`config.mk`:
```
export PLATFORM = sky130hd
export DESIGN_NAME = gate_sweep_ctrl_flat
export DESIGN_NICKNAME = d
export VERILOG_FILES = /design/src/rtl/gate_sweep_pkg.sv /design/src/rtl/gate_sweep_ctrl_if.sv /design/src/rtl/gate_sweep_ref.sv /design/src/rtl/gate_sweep_ctrl.sv /design/src/flat_wrapper.sv
export SDC_FILE = /design/constraint.sdc
export NUM_CORES = 1
export LEC_CHECK = 0
export BUFFER_PORTS_ARGS = -buffer_cell sky130_fd_sc_hd__buf_2
export CAP_MARGIN = 20
export CORE_MARGIN = 2
export CORE_UTILIZATION = 45
export CTS_CLUSTER_SIZE = 20
export DETAILED_ROUTE_END_ITERATION = 16
export GPL_TIMING_DRIVEN = 0
export PLACE_DENSITY = 0.79
export SYNTH_ARGS = -nofsm -noshare
export SYNTH_HDL_FRONTEND = slang
export SYNTH_HIERARCHICAL = 1
export SYNTH_SLANG_ARGS = --single-unit
```
`constraint.sdc`:
```
create_clock -name clk -period 2.2 [get_ports clk]
set_input_delay 0.22 -clock clk [delete_from_list [all_inputs] [get_ports clk]]
set_output_delay 0.22 -clock clk [all_outputs]
set_load 0.02 [all_outputs]
```
`src/rtl/gate_sweep_pkg.sv`:
```
// Shared encodings for the gate sweep checker: expected-function opcodes and FSM states.
package gate_sweep_pkg;

    typedef enum logic [1:0] {
        OP_AND  = 2'd0,
        OP_OR   = 2'd1,
        OP_XOR  = 2'd2,
        OP_NAND = 2'd3
    } op_e;

    typedef enum logic [1:0] {
        ST_IDLE  = 2'd0,
        ST_WAIT  = 2'd1,
        ST_CHECK = 2'd2,
        ST_DONE  = 2'd3
    } state_e;

endpackage

```
`src/rtl/gate_sweep_ctrl_if.sv`:
```
// Control/status and gate-facing signals of the sweep checker.
// The master side drives start/abort/op_sel and the gate output; the slave is the checker.
interface gate_sweep_ctrl_if #(
    parameter int N_IN  = 2,
    parameter int CNT_W = 8
);
    logic             start;
    logic             abort;
    logic [1:0]       op_sel;
    logic [N_IN-1:0]  gate_in;
    logic             gate_y;
    logic             busy;
    logic             done;
    logic             pass;
    logic [CNT_W-1:0] err_count;
    logic             fail_valid;
    logic [N_IN-1:0]  first_fail_vec;

    modport master (
        output start, abort, op_sel, gate_y,
        input  gate_in, busy, done, pass, err_count, fail_valid, first_fail_vec
    );

    modport slave (
        input  start, abort, op_sel, gate_y,
        output gate_in, busy, done, pass, err_count, fail_valid, first_fail_vec
    );
endinterface

```
`src/rtl/gate_sweep_ref.sv`:
```
// Reference model of the gate under test: expected output bit for an opcode and input vector.
module gate_sweep_ref
    import gate_sweep_pkg::*;
#(
    parameter int N_IN = 2
) (
    input  op_e             op,
    input  logic [N_IN-1:0] vec,
    output logic            exp_y
);
    always_comb begin
        exp_y = 1'b0;
        case (op)
            OP_AND:  exp_y = &vec;
            OP_OR:   exp_y = |vec;
            OP_XOR:  exp_y = ^vec;
            OP_NAND: exp_y = ~(&vec);
            default: exp_y = 1'b0;
        endcase
    end
endmodule

```
`src/rtl/gate_sweep_ctrl.sv`:
```
// Sweeps every input vector onto a combinational gate, lets it settle, and checks gate_y
// against the reference for the latched opcode, counting and locating mismatches.
module gate_sweep_ctrl
    import gate_sweep_pkg::*;
#(
    parameter int N_IN   = 2,
    parameter int SETTLE = 1,
    parameter int CNT_W  = 8
) (
    input  logic             clk,
    input  logic             rst_n,
    gate_sweep_ctrl_if.slave bus
);
    localparam int WAIT_W = $clog2(SETTLE + 1);
    localparam logic [WAIT_W-1:0] SETTLE_CNT = WAIT_W'(SETTLE);

    state_e            state_q, state_d;
    op_e               op_q, op_d;
    logic [N_IN-1:0]   gate_in_q, gate_in_d;
    logic [WAIT_W-1:0] wait_q, wait_d;
    logic [CNT_W-1:0]  err_q, err_d;
    logic              fv_q, fv_d;
    logic [N_IN-1:0]   ffv_q, ffv_d;
    logic              busy_q, busy_d;
    logic              done_q, done_d;
    logic              pass_q, pass_d;
    logic              exp_y;

    gate_sweep_ref #(.N_IN(N_IN)) u_ref (
        .op    (op_q),
        .vec   (gate_in_q),
        .exp_y (exp_y)
    );

    always_comb begin
        state_d   = state_q;
        op_d      = op_q;
        gate_in_d = gate_in_q;
        wait_d    = wait_q;
        err_d     = err_q;
        fv_d      = fv_q;
        ffv_d     = ffv_q;
        busy_d    = busy_q;
        done_d    = done_q;
        pass_d    = pass_q;

        // Abort outranks everything; error state is kept so a debugger can inspect it.
        if (bus.abort) begin
            state_d   = ST_IDLE;
            gate_in_d = '0;
            busy_d    = 1'b0;
            done_d    = 1'b0;
            pass_d    = 1'b0;
        end else begin
            case (state_q)
                ST_IDLE, ST_DONE: begin
                    if (bus.start) begin
                        state_d   = ST_WAIT;
                        op_d      = op_e'(bus.op_sel);
                        gate_in_d = '0;
                        wait_d    = SETTLE_CNT;
                        err_d     = '0;
                        fv_d      = 1'b0;
                        ffv_d     = '0;
                        busy_d    = 1'b1;
                        done_d    = 1'b0;
                        pass_d    = 1'b0;
                    end
                end
                ST_WAIT: begin
                    if (wait_q <= WAIT_W'(1)) begin
                        wait_d  = '0;
                        state_d = ST_CHECK;
                    end else begin
                        wait_d = wait_q - WAIT_W'(1);
                    end
                end
                ST_CHECK: begin
                    if (bus.gate_y != exp_y) begin
                        if (err_q != '1) begin
                            err_d = err_q + CNT_W'(1);
                        end
                        if (!fv_q) begin
                            fv_d  = 1'b1;
                            ffv_d = gate_in_q;
                        end
                    end
                    // pass must reflect this final check, so it looks at err_d
                    if (gate_in_q == '1) begin
                        state_d = ST_DONE;
                        busy_d  = 1'b0;
                        done_d  = 1'b1;
                        pass_d  = (err_d == '0);
                    end else begin
                        state_d   = ST_WAIT;
                        gate_in_d = gate_in_q + N_IN'(1);
                        wait_d    = SETTLE_CNT;
                    end
                end
                default: state_d = ST_IDLE;
            endcase
        end
    end

    always_ff @(posedge clk or negedge rst_n) begin
        if (!rst_n) begin
            state_q   <= ST_IDLE;
            op_q      <= OP_AND;
            gate_in_q <= '0;
            wait_q    <= '0;
            err_q     <= '0;
            fv_q      <= 1'b0;
            ffv_q     <= '0;
            busy_q    <= 1'b0;
            done_q    <= 1'b0;
            pass_q    <= 1'b0;
        end else begin
            state_q   <= state_d;
            op_q      <= op_d;
            gate_in_q <= gate_in_d;
            wait_q    <= wait_d;
            err_q     <= err_d;
            fv_q      <= fv_d;
            ffv_q     <= ffv_d;
            busy_q    <= busy_d;
            done_q    <= done_d;
            pass_q    <= pass_d;
        end
    end

    assign bus.gate_in        = gate_in_q;
    assign bus.busy           = busy_q;
    assign bus.done           = done_q;
    assign bus.pass           = pass_q;
    assign bus.err_count      = err_q;
    assign bus.fail_valid     = fv_q;
    assign bus.first_fail_vec = ffv_q;
endmodule

```
`src/flat_wrapper.sv`:
```
// flat-port wrapper written by rule: the top's interface ports become plain ports
module gate_sweep_ctrl_flat import gate_sweep_pkg::*;
#(
    parameter int N_IN   = 2,
    parameter int SETTLE = 1,
    parameter int CNT_W  = 8
)
  (clk, rst_n, bus_start, bus_abort, bus_op_sel, bus_gate_y, bus_gate_in, bus_busy, bus_done, bus_pass, bus_err_count, bus_fail_valid, bus_first_fail_vec);
  gate_sweep_ctrl_if #(.N_IN(N_IN), .CNT_W(CNT_W)) bus_i ();
  input  logic clk;
  input  logic rst_n;
  input wire logic [$bits(bus_i.start)-1:0] bus_start;
  input wire logic [$bits(bus_i.abort)-1:0] bus_abort;
  input wire logic [$bits(bus_i.op_sel)-1:0] bus_op_sel;
  input wire logic [$bits(bus_i.gate_y)-1:0] bus_gate_y;
  output wire logic [$bits(bus_i.gate_in)-1:0] bus_gate_in;
  output wire logic [$bits(bus_i.busy)-1:0] bus_busy;
  output wire logic [$bits(bus_i.done)-1:0] bus_done;
  output wire logic [$bits(bus_i.pass)-1:0] bus_pass;
  output wire logic [$bits(bus_i.err_count)-1:0] bus_err_count;
  output wire logic [$bits(bus_i.fail_valid)-1:0] bus_fail_valid;
  output wire logic [$bits(bus_i.first_fail_vec)-1:0] bus_first_fail_vec;
  assign bus_i.start = bus_start;
  assign bus_i.abort = bus_abort;
  assign bus_i.op_sel = bus_op_sel;
  assign bus_i.gate_y = bus_gate_y;
  assign bus_gate_in = bus_i.gate_in;
  assign bus_busy = bus_i.busy;
  assign bus_done = bus_i.done;
  assign bus_pass = bus_i.pass;
  assign bus_err_count = bus_i.err_count;
  assign bus_fail_valid = bus_i.fail_valid;
  assign bus_first_fail_vec = bus_i.first_fail_vec;
  gate_sweep_ctrl #(.N_IN(N_IN), .SETTLE(SETTLE), .CNT_W(CNT_W)) u_core (.clk(clk), .rst_n(rst_n), .bus(bus_i));
endmodule
```
; Yosys cells after proc, flatten, opt, wreduce, memory -nomap -nowiden
; Index checks and enable logic that the tools add are counted.
; W data, S select, Z words.
[totals]
ff_bits = 21
output_inout_bits = 16
input_bits = 7
elab_cells = 85
[classes]
magnitude_cmp = 1
reduce_logical = 17
muxes = 35
add_sub_neg = 3
n_eq_ne = 17
bitwise = 2
[op_table]
columns = cell, count
row1 = $mux W8, 5
row2 = $mux W2, 9
row3 = $pmux W8 S2, 1
row4 = $reduce_and A3 Y1, 5
row5 = $mux W1, 11
row6 = $eq A2 B2 Y1 const B, 5
row7 = $add A8 B1 Y8 const B, 1
row8 = $logic_not A8 Y1, 1
row9 = $ne A8 B8 Y1 const B, 1
row10 = $pmux W1 S2, 4
row11 = $pmux W2 S2, 2
row12 = $ne A2 B2 Y1 const B, 3
row13 = $ne A3 B2 Y1 const B, 2
row14 = $ne A3 B3 Y1 const B, 2
row15 = $pmux W2 S3, 1
row16 = $reduce_and A5 Y1, 1
row17 = $eq A2 B1 Y1 const B, 2
row18 = $logic_not A2 Y1, 2
row19 = $pmux W1 S4, 1
row20 = $reduce_and A2 Y1, 2
row21 = $reduce_and A4 Y1, 1
row22 = $reduce_or A2 Y1, 2
row23 = $pmux W1 S3, 1
row24 = $reduce_bool A3 Y1, 1
row25 = other kinds (8), 9

; Longest topological paths before layout
[logic_depth]
word_depth = 11
ltp_mapped = 10
ltp_nobuf = 10

; Modules after synthesis
; Netlist, hierarchy kept.
[by_module_without_submodules]
columns = mod, seq_area_each_um2, area_per_inst_um2, cells_per_inst, n_inst
row1 = gate_sweep_ctrl, 500.5, 1243.7, 139, 1
row2 = gate_sweep_ref, 0.0, 63.8, 10, 1

; Worst setup path after synthesis
; No wires, ideal clock.
[synth_path]
kind = register to register
from = reg u_core.gate_in_q[0], in the netlist u_core/bus.gate_in[0]
to = reg u_core.pass_q, in the netlist u_core/bus.pass
arrival_time_ns = 2.178
slack_ns = -0.099
required_time_ns = 2.078
n_path_buf = 0
setup_time_ns = 0.122
stages_incl_launch_ff = 11
synth_period_minus_slack_ns = 2.299
path_cell_list = dfrtp_1 inv_1 ha_1 nor2b_1 o21ai_1 o21ai_1 xor2_2 o21ai_4 mux2_4 and4_1 a32o_1
[synth_via]
elab_chain_cells = 11
[synth_lines]
columns = element, line
row1 = from (decl), gate_sweep_ctrl.sv:19  ; logic [N_IN-1:0] gate_in_q, gate_in_d;
row2 = from (signal assigned), gate_sweep_ctrl.sv:120  ; gate_in_q <= gate_in_d;
row3 = $reduce_and A2 Y1, "gate_sweep_ref.sv:14, gate_sweep_ref.sv:17"
row4 = $not A1 Y1, gate_sweep_ref.sv:17  ; OP_NAND: exp_y = ~(&vec);
row5 = $pmux W1 S4 (*), gate_sweep_ref.sv:13  ; case (op)
row6 = net u_core.exp_y, gate_sweep_ctrl.sv:27  ; logic exp_y;
row7 = $ne A1 B1 Y1 (*), gate_sweep_ctrl.sv:79  ; if (bus.gate_y != exp_y) begin
row8 = $mux W8 (*), gate_sweep_ctrl.sv:79
row9 = $mux W8 (*), gate_sweep_ctrl.sv:55  ; case (state_q)
row10 = $mux W8 (*), gate_sweep_ctrl.sv:48  ; if (bus.abort) begin
row11 = $logic_not A8 Y1 (*), gate_sweep_ctrl.sv:93  ; pass_d = (err_d == '0);
row12 = $mux W1 (*), gate_sweep_ctrl.sv:89  ; if (gate_in_q == '1) begin
row13 = $pmux W1 S2 (*), gate_sweep_ctrl.sv:55
row14 = $mux W1 (*), gate_sweep_ctrl.sv:48
row15 = to (signal assigned), gate_sweep_ctrl.sv:127  ; pass_q <= pass_d;
row16 = to (decl), gate_sweep_ctrl.sv:26  ; logic pass_q, pass_d;
; Mark *: on every way through the listed nets, which the timed path passes. The rest lies on a longest branch. The select of a mux whose other input is x is not followed.
; A chain may end at the register's enable or synchronous reset.

; Worst setup path in the final report
; Same ends and word-level chain as after synthesis.

==> impl_summary.txt <==
----------------------------------------------------
[Run status]
  Outcome ... finished with violations
  Failing checks ... setup timing

[Critical path]
  Maximum fanout along the worst path ... 6
  Reg-to-Reg Start ... u_core/bus.gate_in[0]
  CP Launch Point ... u_core/bus.gate_in[0]
  Startpoint types ... flip-flop
  WP data arrival ... 2.40 ns
  Setup crit end kind ... flip-flop
  Critical path data required time ... ~2.4 ns
  Cell count of the worst reg-to-reg path ... 10
  Endpoint of the worst register-to-register path ... u_core/bus.pass
  Critical setup path kind ... reg2reg
  Setup slack of the worst register-to-register path ... -0.003 ns

[Timing]
  Final critical-path share of the clock period ... 100%
  Max Clk Rate ... 454 MHz
  Setup WS post-layout ... -0.00343 ns
  Post-layout min period ... ~2.2 ns
  Final count of pins violating max slew ... 0
  Transition at the pin with the smallest max-transition slack ... 0.474 ns
  Setup TNS ... -0.00343 ns
  Worst clock skew ... about 0.0054 ns
  Final hold viol count ... 0
  RSZ-0062 raised after global routing ... true
  Final setup vio count ... 1
  Worst-case headroom to the max-slew limit ... between 60 and 70%

[Finish]
  Net total in the final layout ... 196
  Area of combinational cells with multiple inputs ... 841 um2
  Total of fill cells in the finished design ... between 200 and 250
  Sequential cell area ... approximately 500 um2
  Number of standard cells in the layout, taps in and fillers out ... 212
  Antenna diode count ... 0
  Area growth, synth to finish ... 23.3%
  Layout cells sized above 1 ... about 30%

[Power and ir drop]
  Worst vdd rail ir drop ... 0.000630 V
  Leakage component of the power ... between 0.0007 and 0.0008 uW
  Power per unit of standard cell area ... 926 mW/mm2

[Routing]
  Vias/cell ... 5.76
  Routed length per instance ... about 14 um
  Number of nets with antenna violations after detailed routing ... 0
  Wire length after detailed routing ... 3060 um
  Initial DRT Pass Iterations ... 4
  Total vias in the final route ... 1221
  Number of design rule violations left after detail routing ... 0
  First-iteration detailed-routing DRC count ... 28

[Placement]
  Number of I/O port buffers ... 22
  Gpl congestion ... 0.798
  Placed wire-length estimate ... about 2200 um
  Placed cells ... 202

[Floorplanning]
  Total core area ... around 0.0028 mm2
  Starting density of the core ... 47.4%
  # rows ... 19
  Y dimension of the die ... between 50 and 60 um
  Ports ... 23
  Die span in x ... 57.9 um
  Overall die area ... 0.00335 mm2

[Yosys]
  Post-synth cell types ... 37
  Avg Synthesized Cell Area ... between 8 and 9 um2
  Register area share after synthesis ... about two fifths
  Share of synthesized registers carrying an async set or reset ... 100%
  Number of synthesized register bits ... 20
  Ys Warns ... 6
  Dominant register cell in the synthesized netlist ... sky130_fd_sc_hd__dfrtp_1
  Post-synth EDFFs ... 0
  Syn Std Cell Area ... 0.00131 mm2
  Gate count after technology mapping ... 149
  Net count after synthesis ... between 150 and 200

[Clock tree]
  CTS buffer count ... 3
  Clk root buf ... sky130_fd_sc_hd__clkbuf_4
  Max Buffers Root-to-Sink ... 2
  Clock insertion delay at the later pin of the skew report ... about 0.3 ns
  Clock transition at the registers of the reported paths ... 0.12 ns
  Clock sink count ... 20
  TritonCTS clock tree ... built
  CTS H-tree depth ... 1

[Worst hold path]
  Tightest Hold Check Type ... in2reg
  Endpoint of the worst hold-timing path ... u_core/op_q[1]
  Hold Path Depth ... 3
  Startpoint of the most critical hold path ... bus_op_sel[1]

[Global route]
  Maximum number of pins on one net before global-route repair ... 21
  Wire length of the first global-routing pass ... 5230 um
  Total routing resource utilization after global routing ... 20.0%
  Via count of the first global-routing pass ... 1183
  Antenna violations before repair ... 0
  Overflow left after global routing ... 0

[Job]
  Number of max-cap violations ... 0

----------------------------------------------------
[critical path, stage by stage, from the launching register on]
cell and delay [ns]:
sky130_fd_sc_hd__dfrtp_2 0.43, sky130_fd_sc_hd__buf_4 0.16, sky130_fd_sc_hd__ha_2 0.18, sky130_fd_sc_hd__nor2b_1 0.10
sky130_fd_sc_hd__o21ai_1 0.08, sky130_fd_sc_hd__o21ai_2 0.14, sky130_fd_sc_hd__xor2_2 0.23, sky130_fd_sc_hd__o21ai_4 0.10
sky130_fd_sc_hd__mux2_4 0.30, sky130_fd_sc_hd__and4_1 0.14, sky130_fd_sc_hd__a32o_1 0.22
[synth_stat cells, types with 3 or more instances]
| cell type | instances | area, um2 |
|---|---|---|
| sky130_fd_sc_hd__a211oi_1 | 3 | 22.5 |
| sky130_fd_sc_hd__a21oi_1 | 13 | 65.1 |
| sky130_fd_sc_hd__dfrtp_1 | 20 | 500 |
| sky130_fd_sc_hd__ha_1 | 7 | 87.6 |
| sky130_fd_sc_hd__inv_1 | 6 | 22.5 |
| sky130_fd_sc_hd__mux2i_1 | 3 | 30.0 |
| sky130_fd_sc_hd__nand2_1 | 19 | 71.3 |
| sky130_fd_sc_hd__nand2b_1 | 3 | 18.8 |
| sky130_fd_sc_hd__nand3_1 | 5 | 25.0 |
| sky130_fd_sc_hd__nand4_1 | 3 | 18.8 |
| sky130_fd_sc_hd__nor2_1 | 14 | 52.6 |
| sky130_fd_sc_hd__nor2b_1 | 6 | 37.5 |
| sky130_fd_sc_hd__nor3_1 | 5 | 25.0 |
| sky130_fd_sc_hd__o21ai_0 | 7 | 35.0 |
| sky130_fd_sc_hd__o21ai_1 | 9 | 45.0 |
[per-layer routing]
metal	wire length [um]	part of all wire, %	track usage [%]
met4	10	0.33	6.64
met1	1210	40	24.1
met5	0	0	0
met2	1680	55	36.4
met3	164	5.4	3.13
[registers in the layout (all words and copies together) (netlist names)]
register,cells
u_core/bus.gate_in,2
u_core/state_q,2
u_core/bus.done,1
u_core/bus.err_count,8
u_core/bus.first_fail_vec,2
u_core/bus.busy,1
u_core/op_q,2
u_core/bus.fail_valid,1
u_core/bus.pass,1
[how the worst max path moves through the flow]
stage / end / slack [ns]
finish: u_core/bus.pass / -0.003
CTS: u_core/bus.pass / -0.009
detailed placement: u_core/bus.pass / -0.07
global route: u_core/bus.pass / -0.10
floorplan: u_core/bus.pass / 0.01
global placement: u_core/bus.pass / -0.02
[what timing repair did]
action | CTS | global route
resized for setup | 0 | 13
pin swaps | 1 | 5
endpoints found under the setup margin | 1 | 8
hold buffers | 1 | 0
hold endpoints to repair | 20 | 0
setup buffers | 5 | 0
[per-stage QoR]
stage               area, um2  hold slack (ns)  power (uW)  worst slack [ns]  utilization [%]
global placement         1470            0.193        1130           -0.0235             53.3
CTS                      1550           0.0890        1440          -0.00947             56.4
finish                   1610            0.117        1490          -0.00343             58.4
detailed placement       1470            0.203        1170           -0.0750             53.3
floorplan                1320          -0.0756        1000            0.0127                -
global route             1610            0.123        1610            -0.104             58.4
[cells in the final DEF, fill, tap and decap left out, types with 2 or more instances in the layout]
cell type	n
sky130_fd_sc_hd__nand2_1	19
sky130_fd_sc_hd__nor2_2	2
sky130_fd_sc_hd__o21ai_2	2
sky130_fd_sc_hd__nor2b_1	6
sky130_fd_sc_hd__nand4_1	3
sky130_fd_sc_hd__ha_1	5
sky130_fd_sc_hd__nor2_1	13
sky130_fd_sc_hd__and4_1	2
sky130_fd_sc_hd__inv_1	4
sky130_fd_sc_hd__a32o_1	2
sky130_fd_sc_hd__a21oi_1	12
sky130_fd_sc_hd__mux2_4	2
sky130_fd_sc_hd__dfrtp_1	18
sky130_fd_sc_hd__buf_2	23
sky130_fd_sc_hd__buf_4	6
sky130_fd_sc_hd__dfrtp_2	2
sky130_fd_sc_hd__clkbuf_4	3
sky130_fd_sc_hd__inv_2	2
sky130_fd_sc_hd__a211oi_1	3
sky130_fd_sc_hd__a31oi_1	2
sky130_fd_sc_hd__o21ai_1	9
sky130_fd_sc_hd__mux2i_1	3
sky130_fd_sc_hd__nand3_1	5
sky130_fd_sc_hd__nor3_1	4
sky130_fd_sc_hd__o21ai_0	5
sky130_fd_sc_hd__nand2b_1	3
[logic make-up (layout without fill, tap and decap cells)]
kind of cell               count (synthesis)  count (layout)  synth area share, %
AOI/OAI and AO/OA                         43              43                 21.1
xor gates and xnor gates                   3               3                 2.58
adders and majority gates                  7               7                 6.70
buffers and inverters                      8              40                 2.68
DFF                                       20              20                 38.3
muxes                                      5               5                 4.31
and+or+nand+nor                           63              63                 24.4
[final cells by class]
| type | instances | share of cell area, % |
|---|---|---|
| multi-input combinational | 121 | 52.2 |
| sequential | 20 | 31.2 |
| timing repair buffer | 28 | 9.78 |
| tap | 31 | 2.41 |
| clock buffer | 4 | 2.25 |
| inverter | 6 | 1.40 |
| buffer | 2 | 0.776 |
[report_power, final]
part	internal (uW)	switching, uW
Sequential	428	63.3
Combinational	319	467
Clock	101	113
(Power assumes the default switching activity.)
